`src/rtl/uart_core.sv`:
```
// UART engine: baud tick generator, TX FSM, 16x-oversampled RX FSM and a
// show-ahead RX FIFO with overrun reporting. Single clock, sync active-low reset.
//   clk, reset_n           : clock / reset
//   divisor, cfg_*         : baud divisor and frame format
//   tx_data/valid/ready, tx: transmit byte stream and serial out
//   rx, rx_data/flags/valid/ready, rx_overrun, rx_count: receive path
module uart_core #(
  parameter int DIV_W      = 16,
  parameter int FIFO_DEPTH = 16
) (
  input  logic                          clk,
  input  logic                          reset_n,
  input  logic [DIV_W-1:0]              divisor,
  input  logic [1:0]                    cfg_data_bits,
  input  logic [1:0]                    cfg_parity,
  input  logic                          cfg_stop2,
  input  logic [7:0]                    tx_data,
  input  logic                          tx_valid,
  output logic                          tx_ready,
  output logic                          tx,
  input  logic                          rx,
  output logic [7:0]                    rx_data,
  output logic                          rx_parity_err,
  output logic                          rx_frame_err,
  output logic                          rx_valid,
  input  logic                          rx_ready,
  output logic                          rx_overrun,
  output logic [$clog2(FIFO_DEPTH):0]   rx_count
);

  localparam int AW = $clog2(FIFO_DEPTH);
  localparam int CW = AW + 1;

  function automatic logic [7:0] len_mask(input logic [1:0] l);
    unique case (l)
      2'b00:   return 8'h1F;
      2'b01:   return 8'h3F;
      2'b10:   return 8'h7F;
      default: return 8'hFF;
    endcase
  endfunction

  function automatic logic par_en(input logic [1:0] p);
    return p == 2'b01 || p == 2'b10;
  endfunction

  // ---------------- tick generator ----------------
  logic [DIV_W-1:0] div_q, div_d;
  logic             tick;
  logic             tx_hs;

  assign tick = (div_q == divisor);

  // Restarting on a TX handshake gives every TX bit a full 16 ticks.
  always_comb begin
    div_d = tick ? '0 : div_q + DIV_W'(1);
    if (tx_hs) div_d = '0;
  end

  always_ff @(posedge clk) begin
    if (!reset_n) div_q <= '0;
    else          div_q <= div_d;
  end

  // ---------------- transmitter ----------------
  typedef enum logic [2:0] {
    TX_IDLE, TX_START, TX_DATA, TX_PAR, TX_STOP
  } tx_state_e;

  tx_state_e  tst_q, tst_d;
  logic [7:0] tdat_q, tdat_d;
  logic [2:0] tnb_q, tnb_d;
  logic [4:0] ttk_q, ttk_d;
  logic [1:0] tlen_q, tlen_d;
  logic [1:0] tpar_q, tpar_d;
  logic       tstp_q, tstp_d;
  logic       tline;

  assign tx_ready = reset_n && (tst_q == TX_IDLE);
  assign tx_hs    = tx_valid && tx_ready;
  assign tx       = !reset_n || tline;

  always_comb begin
    tst_d  = tst_q;
    tdat_d = tdat_q;
    tnb_d  = tnb_q;
    ttk_d  = ttk_q;
    tlen_d = tlen_q;
    tpar_d = tpar_q;
    tstp_d = tstp_q;
    tline  = 1'b1;
    unique case (tst_q)
      TX_IDLE: begin
        if (tx_hs) begin
          tst_d  = TX_START;
          tdat_d = tx_data & len_mask(cfg_data_bits);
          tlen_d = cfg_data_bits;
          tpar_d = cfg_parity;
          tstp_d = cfg_stop2;
          ttk_d  = '0;
        end
      end
      TX_START: begin
        tline = 1'b0;
        if (tick) begin
          ttk_d = ttk_q + 5'd1;
          if (ttk_q == 5'd15) begin
            ttk_d = '0;
            tnb_d = '0;
            tst_d = TX_DATA;
          end
        end
      end
      TX_DATA: begin
        tline = tdat_q[tnb_q];
        if (tick) begin
          ttk_d = ttk_q + 5'd1;
          if (ttk_q == 5'd15) begin
            ttk_d = '0;
            tnb_d = tnb_q + 3'd1;
            if (tnb_q == {1'b0, tlen_q} + 3'd4)
              tst_d = par_en(tpar_q) ? TX_PAR : TX_STOP;
          end
        end
      end
      TX_PAR: begin
        // Data is pre-masked, so the reduction covers only the word.
        tline = (^tdat_q) ^ (tpar_q == 2'b01);
        if (tick) begin
          ttk_d = ttk_q + 5'd1;
          if (ttk_q == 5'd15) begin
            ttk_d = '0;
            tst_d = TX_STOP;
          end
        end
      end
      TX_STOP: begin
        if (tick) begin
          ttk_d = ttk_q + 5'd1;
          if (ttk_q == (tstp_q ? 5'd31 : 5'd15)) begin
            ttk_d = '0;
            tst_d = TX_IDLE;
          end
        end
      end
      default: tst_d = TX_IDLE;
    endcase
  end

  always_ff @(posedge clk) begin
    if (!reset_n) begin
      tst_q  <= TX_IDLE;
      tdat_q <= '0;
      tnb_q  <= '0;
      ttk_q  <= '0;
      tlen_q <= '0;
      tpar_q <= '0;
      tstp_q <= 1'b0;
    end else begin
      tst_q  <= tst_d;
      tdat_q <= tdat_d;
      tnb_q  <= tnb_d;
      ttk_q  <= ttk_d;
      tlen_q <= tlen_d;
      tpar_q <= tpar_d;
      tstp_q <= tstp_d;
    end
  end

  // ---------------- receiver ----------------
  typedef enum logic [2:0] {
    RX_IDLE, RX_START, RX_DATA, RX_PAR, RX_STOP
  } rx_state_e;

  logic       sync1_q, rxs_q;
  rx_state_e  rst_q, rst_d;
  logic [3:0] rph_q, rph_d;
  logic [2:0] rnb_q, rnb_d;
  logic [7:0] rdat_q, rdat_d;
  logic [1:0] rlen_q, rlen_d;
  logic [1:0] rpar_q, rpar_d;
  logic       rperr_q, rperr_d;
  logic       push_q, push_d;
  logic [9:0] pdat_q, pdat_d;

  always_comb begin
    rst_d   = rst_q;
    rph_d   = rph_q;
    rnb_d   = rnb_q;
    rdat_d  = rdat_q;
    rlen_d  = rlen_q;
    rpar_d  = rpar_q;
    rperr_d = rperr_q;
    push_d  = 1'b0;
    pdat_d  = pdat_q;
    unique case (rst_q)
      RX_IDLE: begin
        if (!rxs_q) begin
          rst_d   = RX_START;
          rph_d   = '0;
          rdat_d  = '0;
          rperr_d = 1'b0;
          rlen_d  = cfg_data_bits;
          rpar_d  = cfg_parity;
        end
      end
      RX_START: begin
        if (tick) begin
          rph_d = rph_q + 4'd1;
          if (rph_q == 4'd7) begin
            rph_d = '0;
            rnb_d = '0;
            rst_d = rxs_q ? RX_IDLE : RX_DATA;
          end
        end
      end
      RX_DATA: begin
        if (tick) begin
          rph_d = rph_q + 4'd1;
          if (rph_q == 4'd15) begin
            rph_d         = '0;
            rdat_d[rnb_q] = rxs_q;
            rnb_d         = rnb_q + 3'd1;
            if (rnb_q == {1'b0, rlen_q} + 3'd4)
              rst_d = par_en(rpar_q) ? RX_PAR : RX_STOP;
          end
        end
      end
      RX_PAR: begin
        if (tick) begin
          rph_d = rph_q + 4'd1;
          if (rph_q == 4'd15) begin
            rph_d   = '0;
            rperr_d = (^rdat_q) ^ rxs_q ^ (rpar_q == 2'b01);
            rst_d   = RX_STOP;
          end
        end
      end
      RX_STOP: begin
        if (tick) begin
          rph_d = rph_q + 4'd1;
          if (rph_q == 4'd15) begin
            rph_d  = '0;
            push_d = 1'b1;
            pdat_d = {!rxs_q, rperr_q, rdat_q};
            rst_d  = RX_IDLE;
          end
        end
      end
      default: rst_d = RX_IDLE;
    endcase
  end

  always_ff @(posedge clk) begin
    if (!reset_n) begin
      sync1_q <= 1'b1;
      rxs_q   <= 1'b1;
      rst_q   <= RX_IDLE;
      rph_q   <= '0;
      rnb_q   <= '0;
      rdat_q  <= '0;
      rlen_q  <= '0;
      rpar_q  <= '0;
      rperr_q <= 1'b0;
      push_q  <= 1'b0;
      pdat_q  <= '0;
    end else begin
      sync1_q <= rx;
      rxs_q   <= sync1_q;
      rst_q   <= rst_d;
      rph_q   <= rph_d;
      rnb_q   <= rnb_d;
      rdat_q  <= rdat_d;
      rlen_q  <= rlen_d;
      rpar_q  <= rpar_d;
      rperr_q <= rperr_d;
      push_q  <= push_d;
      pdat_q  <= pdat_d;
    end
  end

  // ---------------- RX FIFO ----------------
  logic [9:0]    mem_q [FIFO_DEPTH];
  logic [AW-1:0] wp_q, rp_q;
  logic [CW-1:0] cnt_q;
  logic          empty, full, pop, wr;

  assign empty = (cnt_q == '0);
  assign full  = (cnt_q == CW'(FIFO_DEPTH));
  assign pop   = !empty && rx_ready;
  // A pop frees the slot in the same cycle, so a full FIFO still accepts.
  assign wr    = push_q && (!full || pop);

  assign rx_valid      = reset_n && !empty;
  assign rx_overrun    = reset_n && push_q && full && !pop;
  assign rx_count      = reset_n ? cnt_q : '0;
  assign rx_data       = rx_valid ? mem_q[rp_q][7:0] : 8'h00;
  assign rx_parity_err = rx_valid && mem_q[rp_q][8];
  assign rx_frame_err  = rx_valid && mem_q[rp_q][9];

  always_ff @(posedge clk) begin
    if (wr) mem_q[wp_q] <= pdat_q;
  end

  always_ff @(posedge clk) begin
    if (!reset_n) begin
      wp_q  <= '0;
      rp_q  <= '0;
      cnt_q <= '0;
    end else begin
      if (wr)  wp_q <= wp_q + AW'(1);
      if (pop) rp_q <= rp_q + AW'(1);
      unique case ({wr, pop})
        2'b10:   cnt_q <= cnt_q + CW'(1);
        2'b01:   cnt_q <= cnt_q - CW'(1);
        default: cnt_q <= cnt_q;
      endcase
    end
  end

endmodule

```
`config.mk`:
```
export PLATFORM = sky130hd
export DESIGN_NAME = uart_core
export DESIGN_NICKNAME = d
export VERILOG_FILES = /design/src/rtl/uart_core.sv
export SDC_FILE = /design/constraint.sdc
export NUM_CORES = 1
export LEC_CHECK = 0
export ABC_CLOCK_PERIOD_IN_PS = 3600
export BUFFER_PORTS_ARGS = -buffer_cell sky130_fd_sc_hd__buf_2
export CORE_AREA = 5 5 235 168
export DETAILED_ROUTE_END_ITERATION = 7
export DIE_AREA = 0 0 240 173
export GPL_ROUTABILITY_DRIVEN = 0
export SYNTH_ARGS = -nofsm -noshare
export SYNTH_HDL_FRONTEND = slang
export SYNTH_SLANG_ARGS = --single-unit
```
`constraint.sdc`:
```
create_clock -name clk -period 3.6 [get_ports clk]
set_input_delay 0.18 -clock clk [delete_from_list [all_inputs] [get_ports clk]]
set_output_delay 0.18 -clock clk [all_outputs]
set_load 0.05 [all_outputs]
```
==> metrics.cfg, run 1 <==
[power_and_ir_drop]
p_per_area_nw_per_um2=503.5
clkPwrFrac=0.381
ir_drop_uv=289.8
p_int_uw=4770
p_comb_frac=0.123
total_power_uw=6410
p_seq_frac=0.496
sw_frac_of_total=0.2559
p_sw_uw=1640
p_leak_uw=0.004503

[placement]
dpl.cell_count=1333
io_buffer_count=52
dp_hpwl_um=14980

[global_routing]
grt_max_degree=36
grt_pass1_wl_um=36610
grt_overflow_total=0
grt_usage=0.1092
grt_pass1_vias=6494
antenna_found_initial=0

[routing]
wirelength_um=22810
antenna_left=0
first_pass_iters=5
wl_per_cell_um=16.33
drtIter0Drc=329
routed_via_density=4.670
vias=6524
remaining_drc_errors=0

[finish]
fin_nets=939
drive_above_1_share=0.1892
final_cells=1397
area_growth_syn_to_layout_pct=16.41
diodes=0

[synth]
ys_types=59
synth_edf_count=160
synth_cells=815
synth-main-ff-cell=edfxtp_1
ys_ff_latch=253
yosys_warnings=0
async_flop_share=0
synthMostInstantiatedCell=edfxtp_1
synth.top_cell.area_share=0.4394
yosysTopAreaCell=edfxtp_1
syn_area_um2=10940
yosys-top-cells-count=edfxtp_1, dfxtp_1, nor2_1
ys_seq_area_frac=0.6096
synth.area.top_cells=edfxtp_1, dfxtp_1, mux4_2
avgSynthCellArea_um2=13.42
synth_fp_nets=865

[timing]
worst_pin_slew_ps=997.7
fin_crit_sh=0.8335
period_needed_ps=3001
rsz0062_at_grt=false
finalSetupTns_ps=0
relSlewSlack=0.3324
finalHoldViolCount=0
setup_viol=0
skew_ps=11.86
holdWs_ps=96.64
fmax_ghz=0.3332
slew_violations=0

[die]
die_h_um=173
die_x_um=240
fp.dieArea_um2=41520
ios=53
core_um2=36840
start_util=0.2969
rows=59

[clocking]
cts-root-buf=clkbuf_16
cts_made_buffers=26
clock_sinks=253
cts_resized=0
ctsHoldBuffers=16
tritoncts=done
clk_path_buf_depth=3
clk_pin_slew_worst_paths_ps=60
postCtsSetupRepairBufs=0
clk_latency_ps=540
htree_levels=1

[worst_setup_path]
path_class=flop to primary output
cp.arrival_ps=2820
cp-start-kind=flop
critPathCaptureType=primary output
worstPathRequired_ps=3420
worstPathMaxFanout=31

[status]
status=finished, final reports clean

[job]
maxCapViolCount=0

[min_path]
hold_class=primary input to flop

## worst max-delay path, cell delays in order (launching register included)
cell	delay (ps)
dfxtp_2	560
buf_12	310
mux4_2	550
mux4_2	480
nor2b_1	170
buf_2	220
## cell type report
| class | count | area [µm²] |
|---|---|---|
| flip-flops and latches | 253 | 6669 |
| clock buffers | 32 | 683.2 |
| clock inverters | 16 | 87.58 |
| multi-input cells | 505 | 4036 |
| fillers | 3556 | 24110 |
| well taps | 488 | 610.6 |
| inverters | 14 | 52.55 |
| repair buffers | 89 | 590.6 |
## final timing paths
check | start | to | slack (ps) | cells after the start
max | flop | rx_data[1] | 600 | 5
min | reset_n | sync1_q$_SDFF_PN1_ | 100 | 3
max reg2reg | cnt_q[1]$_SDFFE_PN0P_ | cnt_q[4]$_SDFFE_PN0P_ | 960 | 9
min reg2reg | sync1_q$_SDFF_PN1_ | rxs_q$_SDFF_PN1_ | 450 | 1
## routing by layer
| metal | global-route usage | vias to the layer above | part of all wire |
|---|---|---|---|
| li1 | - | 3155 | - |
| met1 | 0.1570 | 3219 | 0.48 |
| met2 | 0.1682 | 118 | 0.45 |
| met3 | 0.02627 | 32 | 0.052 |
| met4 | 0.02481 | 0 | 0.018 |
| met5 | 0 | - | 0 |
## power by group through the flow
stage                     registers, µW  clock network, µW  logic (µW)
final                              3180               2440         791
after global placement             3240                  0         772
after global routing               3190               2660         870
after detailed placement           3240                  0         780
after floorplan                    3190                  0         658
after CTS                          3180               2520         798
## cell families (layout without fill, tap and decap cells)
group                    count (synthesis)  count (layout)  synth area share
multiplexers                            74              74            0.1272
AO/OA/AOI/OAI                           92              92           0.05263
AND/OR/NAND/NOR                        258             258            0.1176
adder cells (fa/ha/maj)                 16              16           0.01831
flip-flops                             253             253            0.6096
buffers and inverters                   57             151           0.02128
XOR/XNOR                                65              65           0.05332
## registers in the layout, indices dropped and copies added, names as in the netlist, 2 cells and up, named ones only
name and count:
mem_q 160, div_q 16, pdat_q 10, rdat_q 8
tdat_q 8, cnt_q 5, ttk_q 5, rp_q 4
rph_q 4, wp_q 4, rnb_q 3, rst_q 3
tnb_q 3, tst_q 3, rlen_q 2, rpar_q 2
tlen_q 2, tpar_q 2
## stage by stage
stage                     worst slack, ps  area (µm²)    util
after floorplan                     948.6       10940       -
after global placement               1045       11800  0.3203
after detailed placement            994.1       11800  0.3203
after CTS                           502.7       12730  0.3456
after global routing                404.2       12730  0.3456
final                               599.2       12730  0.3456
## cell usage in the layout, fill, tap and decap left out, types with 13 or more instances in the layout
cell type and count:
a21oi_1 34, buf_2 52, buf_4 20, clkbuf_16 26, dfxtp_1 91, dlygate4sd3_1 16, edfxtp_1 160, ha_1 16
inv_1 13, mux2i_1 22, mux4_2 52, nand2_1 77, nand3_1 16, nor2_1 84, nor2b_1 13, o21ai_0 28
xnor2_1 31, xor2_1 33
Note: power is estimated with default switching activity, not from simulation.
==> run 2: changes to the inputs <==
ABC_CLOCK_PERIOD_IN_PS = 2800   (was 3600)
clock period = 2.8 ns   (was 3.6 ns; I/O delays follow)
==> run 2 against run 1 <==
Effect of this change: utilization grew 0.65 points; worst hold slack lost 78 ps; clock power grew 40%; sequential cell count is the same; non-clock buffer count grew 2; wire length shrank 0.19%; via count grew 2.1%; critical path depth is the same; sequential share of layout area shrank 0.94 points; setup slack lost 530 ps; register-to-register slack lost 740 ps; sequential power grew 28%; largest cell class unchanged.
==> metrics.cfg, run 2 (synthesized netlist as in run 1, its figures left out) <==
[min_path]
hp-start=tx_valid
whs_endpoint=tdat_q[6]$_SDFFE_PN0P_
hold_depth=4  ; +1
hold_class=primary input to flop

[clocking]
cts_made_buffers=26  ; unchanged
cts-root-buf=clkbuf_16
htree_levels=1  ; unchanged
clk_latency_ps=540  ; about the same
clock_sinks=253  ; unchanged
postCtsSetupRepairBufs=0  ; unchanged
clk_pin_slew_worst_paths_ps=70  ; about the same
tritoncts=done
clk_path_buf_depth=3  ; unchanged

[worst_setup_path]
cp_slowest_cell=mux4_2
reg2reg_slack_ps=220  ; -740 ps
path_class=flop to primary output
critPathMaxStageDelay_ps=550  ; about the same
reg2reg_depth=9  ; unchanged
crit_path_frequent_cell=mux4_2
crit_chain=clkbuf_16 -> mux4_2 -> mux4_2 -> nor2b_1 -> buf_6
reg2reg_from=cnt_q[0]$_SDFFE_PN0P_
cp-start-kind=flop
cp_top_family=multiplexers
r2r_end=cnt_q[4]$_SDFFE_PN0P_
cp.arrival_ps=2600  ; -220 ps
worstPathRequired_ps=2660  ; -760 ps
critPathCaptureType=primary output
worst-path-buf-inv=2  ; unchanged
worstPathMaxFanout=5  ; -84%

[routing]
wl_per_cell_um=16.28  ; -0.33%
remaining_drc_errors=0  ; unchanged
wirelength_um=22770  ; -0.19%
first_pass_iters=5  ; unchanged
drtIter0Drc=530  ; +61%
vias=6663  ; +2.1%
antenna_left=0  ; unchanged
routed_via_density=4.763  ; +2.0%

[timing]
layout_setup_ws_ps=64.71  ; -534.5 ps
finalHoldViolCount=0  ; unchanged
setup_viol=0  ; unchanged
worst_pin_slew_ps=1077  ; +79.60 ps
skew_ps=12.33  ; +0.4698 ps
rsz0062_at_grt=true
fin_crit_sh=0.9769
finalSetupTns_ps=0  ; unchanged
fmax_ghz=0.3656
slew_violations=0  ; unchanged
period_needed_ps=2735
relSlewSlack=0.2791  ; -0.05326

[finish]
area_growth_syn_to_layout_pct=18.58
top_register=mem_q
mostFrequentLayoutCells=edfxtp_1, dfxtp_1, nor2_1
finish.utilization=0.3520  ; +0.006453
fin_nets=941  ; +0.21%
diodes=0  ; unchanged
drive_above_1_share=0.1943  ; +0.005073
final_area_um2=12970  ; +1.9%
fillers=3525  ; -0.87%
reg.largest.list=mem_q (160), div_q (16), pdat_q (10)
final_common_cell=edfxtp_1
largest_reg_flops=160  ; unchanged

[die]
start_util=0.2969  ; unchanged
die_h_um=173  ; unchanged
fp.dieArea_um2=41520  ; unchanged
die_x_um=240  ; unchanged
core_um2=36840  ; unchanged
ios=53  ; unchanged
rows=59  ; unchanged

[global_routing]
grt_overflow_total=0  ; unchanged
gr-usage-met2=0.1583  ; -0.009878
antenna_found_initial=0  ; unchanged
top_usage_layer=met1
grt_pass1_vias=6453  ; -0.63%
grt_pass1_wl_um=36980  ; +1.0%
grt_use_met3=0.02293  ; -0.003344
grt_usage=0.1099  ; +0.0006767
grt.met1_usage=0.1694  ; +0.01231
grt_max_degree=41  ; +14%

[power_and_ir_drop]
p_per_area_nw_per_um2=663.8  ; +32%
ir_drop_uv=376.3  ; +30%
p_leak_uw=0.004587  ; +1.9%

[placement]
io_buffer_count=52  ; unchanged
pre_cts_slack_ps=239.3  ; -754.8 ps
dp_hpwl_um=14810  ; -1.2%
dpl_cell_area_um2=11800  ; about the same

[job]
maxCapViolCount=0  ; unchanged

[status]
status=finished, final reports clean

[run 2: changes by cell type in the layout (fill, tap and decap cells not counted), moves of 3 or more]
cell and change:
clkbuf_1 +5, buf_16 +3, buf_2 -9, buf_6 +9
clkinv_1 -7
[run 2: stage by stage]
| step | power, µW | hold slack (ps) | cells |
|---|---|---|---|
| finish | 8607 | 18.33 | 1399 |
| CTS | 8665 | 0.6136 | 1397 |
| detailed placement | 5187 | 326.1 | 1332 |
| global route | 8977 | 31.06 | 1399 |
| floorplan | 4948 | 241.5 | 815 |
| global placement | 5172 | 326.9 | 1332 |
[run 2: area by class of cell]
class	count	area, µm²	share of cell area
tap	488	610.6	0.04709
sequential	253	6671	0.5145
multi-input combinational	505	4036	0.3113
timing repair buffer	91	754.5	0.05818
clock inverter	9	112.6	0.008684
clock buffer	39	729.5	0.05625
inverter	14	52.55	0.004053
[run 2: worst max-delay path by stage]
stage / cells after the start / end / start
2_1_floorplan: 3 / rx_overrun / cnt_q[1]$_SDFFE_PN0P_
3_3_place_gp: 9 / cnt_q[4]$_SDFFE_PN0P_ / cnt_q[0]$_SDFFE_PN0P_
3_5_place_dp: 9 / cnt_q[4]$_SDFFE_PN0P_ / cnt_q[0]$_SDFFE_PN0P_
4_1_cts: 5 / rx_frame_err / flop
5_1_grt: 5 / rx_data[2] / flop
6_report: 5 / rx_data[3] / flop
[run 2: routing by layer]
metal	wire, µm	part of all wire
met5	0	0
met3	1175	0.052
met4	508	0.022
met1	11280	0.50
met2	9806	0.43
[run 2: worst min-delay path, cell delays in order]
cell     delay, ps
buf_2           90
nand2_1        120
nand2_1        100
a21oi_1         50
[run 2: what timing repair did]
item	4_1_cts	5_1_grt
hold endpoints to repair	19	0
pin swaps	0	0
hold buffers	15	0
setup endpoints to repair	10	4
cloned	2	2
gates resized for setup	11	13
[run 2: power by group]
group | switching (µW) | internal [µW]
logic | 637 | 478
clock network | 1430 | 1990
registers | 87.3 | 3990
total | 2150 | 6460
==> run 3: changes to the inputs <==
CTS_BUF_LIST = sky130_fd_sc_hd__clkbuf_2 sky130_fd_sc_hd__clkbuf_4 sky130_fd_sc_hd__clkbuf_8   (was not set)
PLACE_DENSITY = 0.54   (was not set)
==> run 3 against run 2 <==
Effect of this change: clock power decreased by 6.7%; largest cell class unchanged; fmax about the same; clock skew rose by 37 ps; sequential power about the same; highest routed layer unchanged; cell count is 2.2% higher.
==> metrics.cfg, run 3 (synthesized netlist as in run 1, its figures left out) <==
[status]
status=finished, final reports clean

[placement]
io_buffer_count=52  ; unchanged
dpl.cell_count=1334  ; +0.15%
dp_hpwl_um=15530  ; +4.9%
pre_cts_slack_ps=225.6  ; -13.68 ps

[worst_setup_path]
cp-start-kind=flop
cp_slowest_cell=mux4_2
worst-path-buf-inv=2  ; unchanged
cp_top_family=multiplexers
cp.arrival_ps=2590  ; about the same
critPathCaptureType=primary output
path_class=flop to primary output
worstPathRequired_ps=2660  ; about the same
crit_path_frequent_cell=mux4_2
crit_chain=buf_16 -> mux4_2 -> mux4_2 -> nor2b_1 -> buf_6
worstPathMaxFanout=10  ; +5
critPathMaxStageDelay_ps=560  ; about the same

[clocking]
clock_sinks=253  ; unchanged
htree_levels=2  ; +1
cts_made_buffers=41  ; +58%
clk_pin_slew_worst_paths_ps=70  ; about the same
clk_path_buf_depth=3  ; unchanged
clk_latency_ps=570  ; +30 ps
cts-root-buf=clkbuf_8
tritoncts=done

[timing]
relSlewSlack=0.2573  ; -0.02184
layout_setup_ws_ps=66.08  ; +1.372 ps
rsz0062_at_grt=true
slew_violations=0  ; unchanged
skew_ps=49.26  ; +36.93 ps
fmax_ghz=0.3658  ; about the same
worst_pin_slew_ps=1110  ; +32.63 ps
period_needed_ps=2734  ; -1.372 ps
setup_viol=0  ; unchanged
finalHoldViolCount=0  ; unchanged
fin_crit_sh=0.9764  ; about the same

[die]
core_um2=36840  ; unchanged
die_h_um=173  ; unchanged
ios=53  ; unchanged
fp.dieArea_um2=41520  ; unchanged
start_util=0.2969  ; unchanged
die_x_um=240  ; unchanged
rows=59  ; unchanged

[finish]
fin_nets=965  ; +2.6%
drive_above_1_share=0.2187  ; +0.02439
reg.largest.list=mem_q (160), div_q (16), pdat_q (10)
largest_reg_flops=160  ; unchanged
final_cells=1430  ; +2.2%
area_growth_syn_to_layout_pct=19.07
diodes=0  ; unchanged
mostFrequentLayoutCells=edfxtp_1, dfxtp_1, nor2_1
top_register=mem_q
final_common_cell=edfxtp_1
finish.utilization=0.3535  ; +0.001461

[min_path]
hold_class=primary input to flop

[global_routing]
antenna_found_initial=0  ; unchanged
grt_max_degree=41  ; unchanged
grt_pass1_wl_um=38760  ; +4.8%
grt_usage=0.1168  ; +0.006916
grt_overflow_total=0  ; unchanged
grt_pass1_vias=6764  ; +4.8%

[power_and_ir_drop]
p_per_area_nw_per_um2=645.4  ; -2.8%
p_leak_uw=0.004648  ; +1.3%
ir_drop_uv=256.7  ; -32%

[routing]
drtIter0Drc=382  ; -28%
first_pass_iters=5  ; unchanged
wl_per_cell_um=16.97  ; +4.3%
wirelength_um=24270  ; +6.6%
vias=6704  ; +0.62%
antenna_left=0  ; unchanged
routed_via_density=4.688  ; -1.6%
remaining_drc_errors=0  ; unchanged

[job]
maxCapViolCount=0  ; unchanged

-- run 3: cell type report --
class / instances / area [µm²]
Clock buffer: 52 / 684.4
Clock inverter: 18 / 113.9
Fill cell: 3573 / 23820
Inverter: 14 / 52.55
Multi-Input combinational cell: 505 / 4041
Sequential cell: 253 / 6673
Tap cell: 488 / 610.6
Timing Repair Buffer: 100 / 845.8
-- run 3: power by group --
group	switching, µW	internal (µW)
combinational	649	495
clock	1490	1700
sequential	88.3	3990
total	2230	6180
-- run 3: worst min-delay path, delay by kind of cell --
family                 cells  cell delay, ps
AO/OA/AOI/OAI              2             210
buffers and inverters      1             130
AND/OR/NAND/NOR            1              80
-- run 3: what timing repair did --
item,in CTS,in global routing
buffers inserted,2,0
resized for setup,25,4
endpoints found under the setup margin,10,13
cloned,3,1
hold endpoints to repair,22,0
hold buffers,21,0
-- run 3: per-layer routing --
layer | GRT usage | wire length [µm] | vias to the layer above
li1 | - | - | 3227
met1 | 0.1728 | 12090 | 3294
met2 | 0.1700 | 10430 | 134
met3 | 0.02914 | 1216 | 49
met4 | 0.03332 | 537 | 0
met5 | 0 | 0 | -
-- run 3: path summary, 6_finish.rpt --
path	from	endpoint	slack, ps	cells past startpoint
setup / recovery	flop	rx_frame_err	70	5
hold / removal	rx_ready	flop	60	4
setup reg to reg	tst_q[2]$_SDFFE_PN0P_	tdat_q[6]$_SDFFE_PN0P_	170	7
hold reg to reg	rpar_q[1]$_SDFFE_PN0P_	rpar_q[1]$_SDFFE_PN0P_	460	2
-- run 3: per-stage QoR --
step	setup TNS (ps)	hold WS, ps	power, µW	area (µm²)
6_report	0	59.86	8404	13020
5_1_grt	-129.4	27.54	8799	13020
4_1_cts	-37.30	5.872	8534	13010
3_5_place_dp	0	331.6	5191	11820
3_3_place_gp	0	326.6	5183	11820
2_1_floorplan	0	241.5	4948	10940
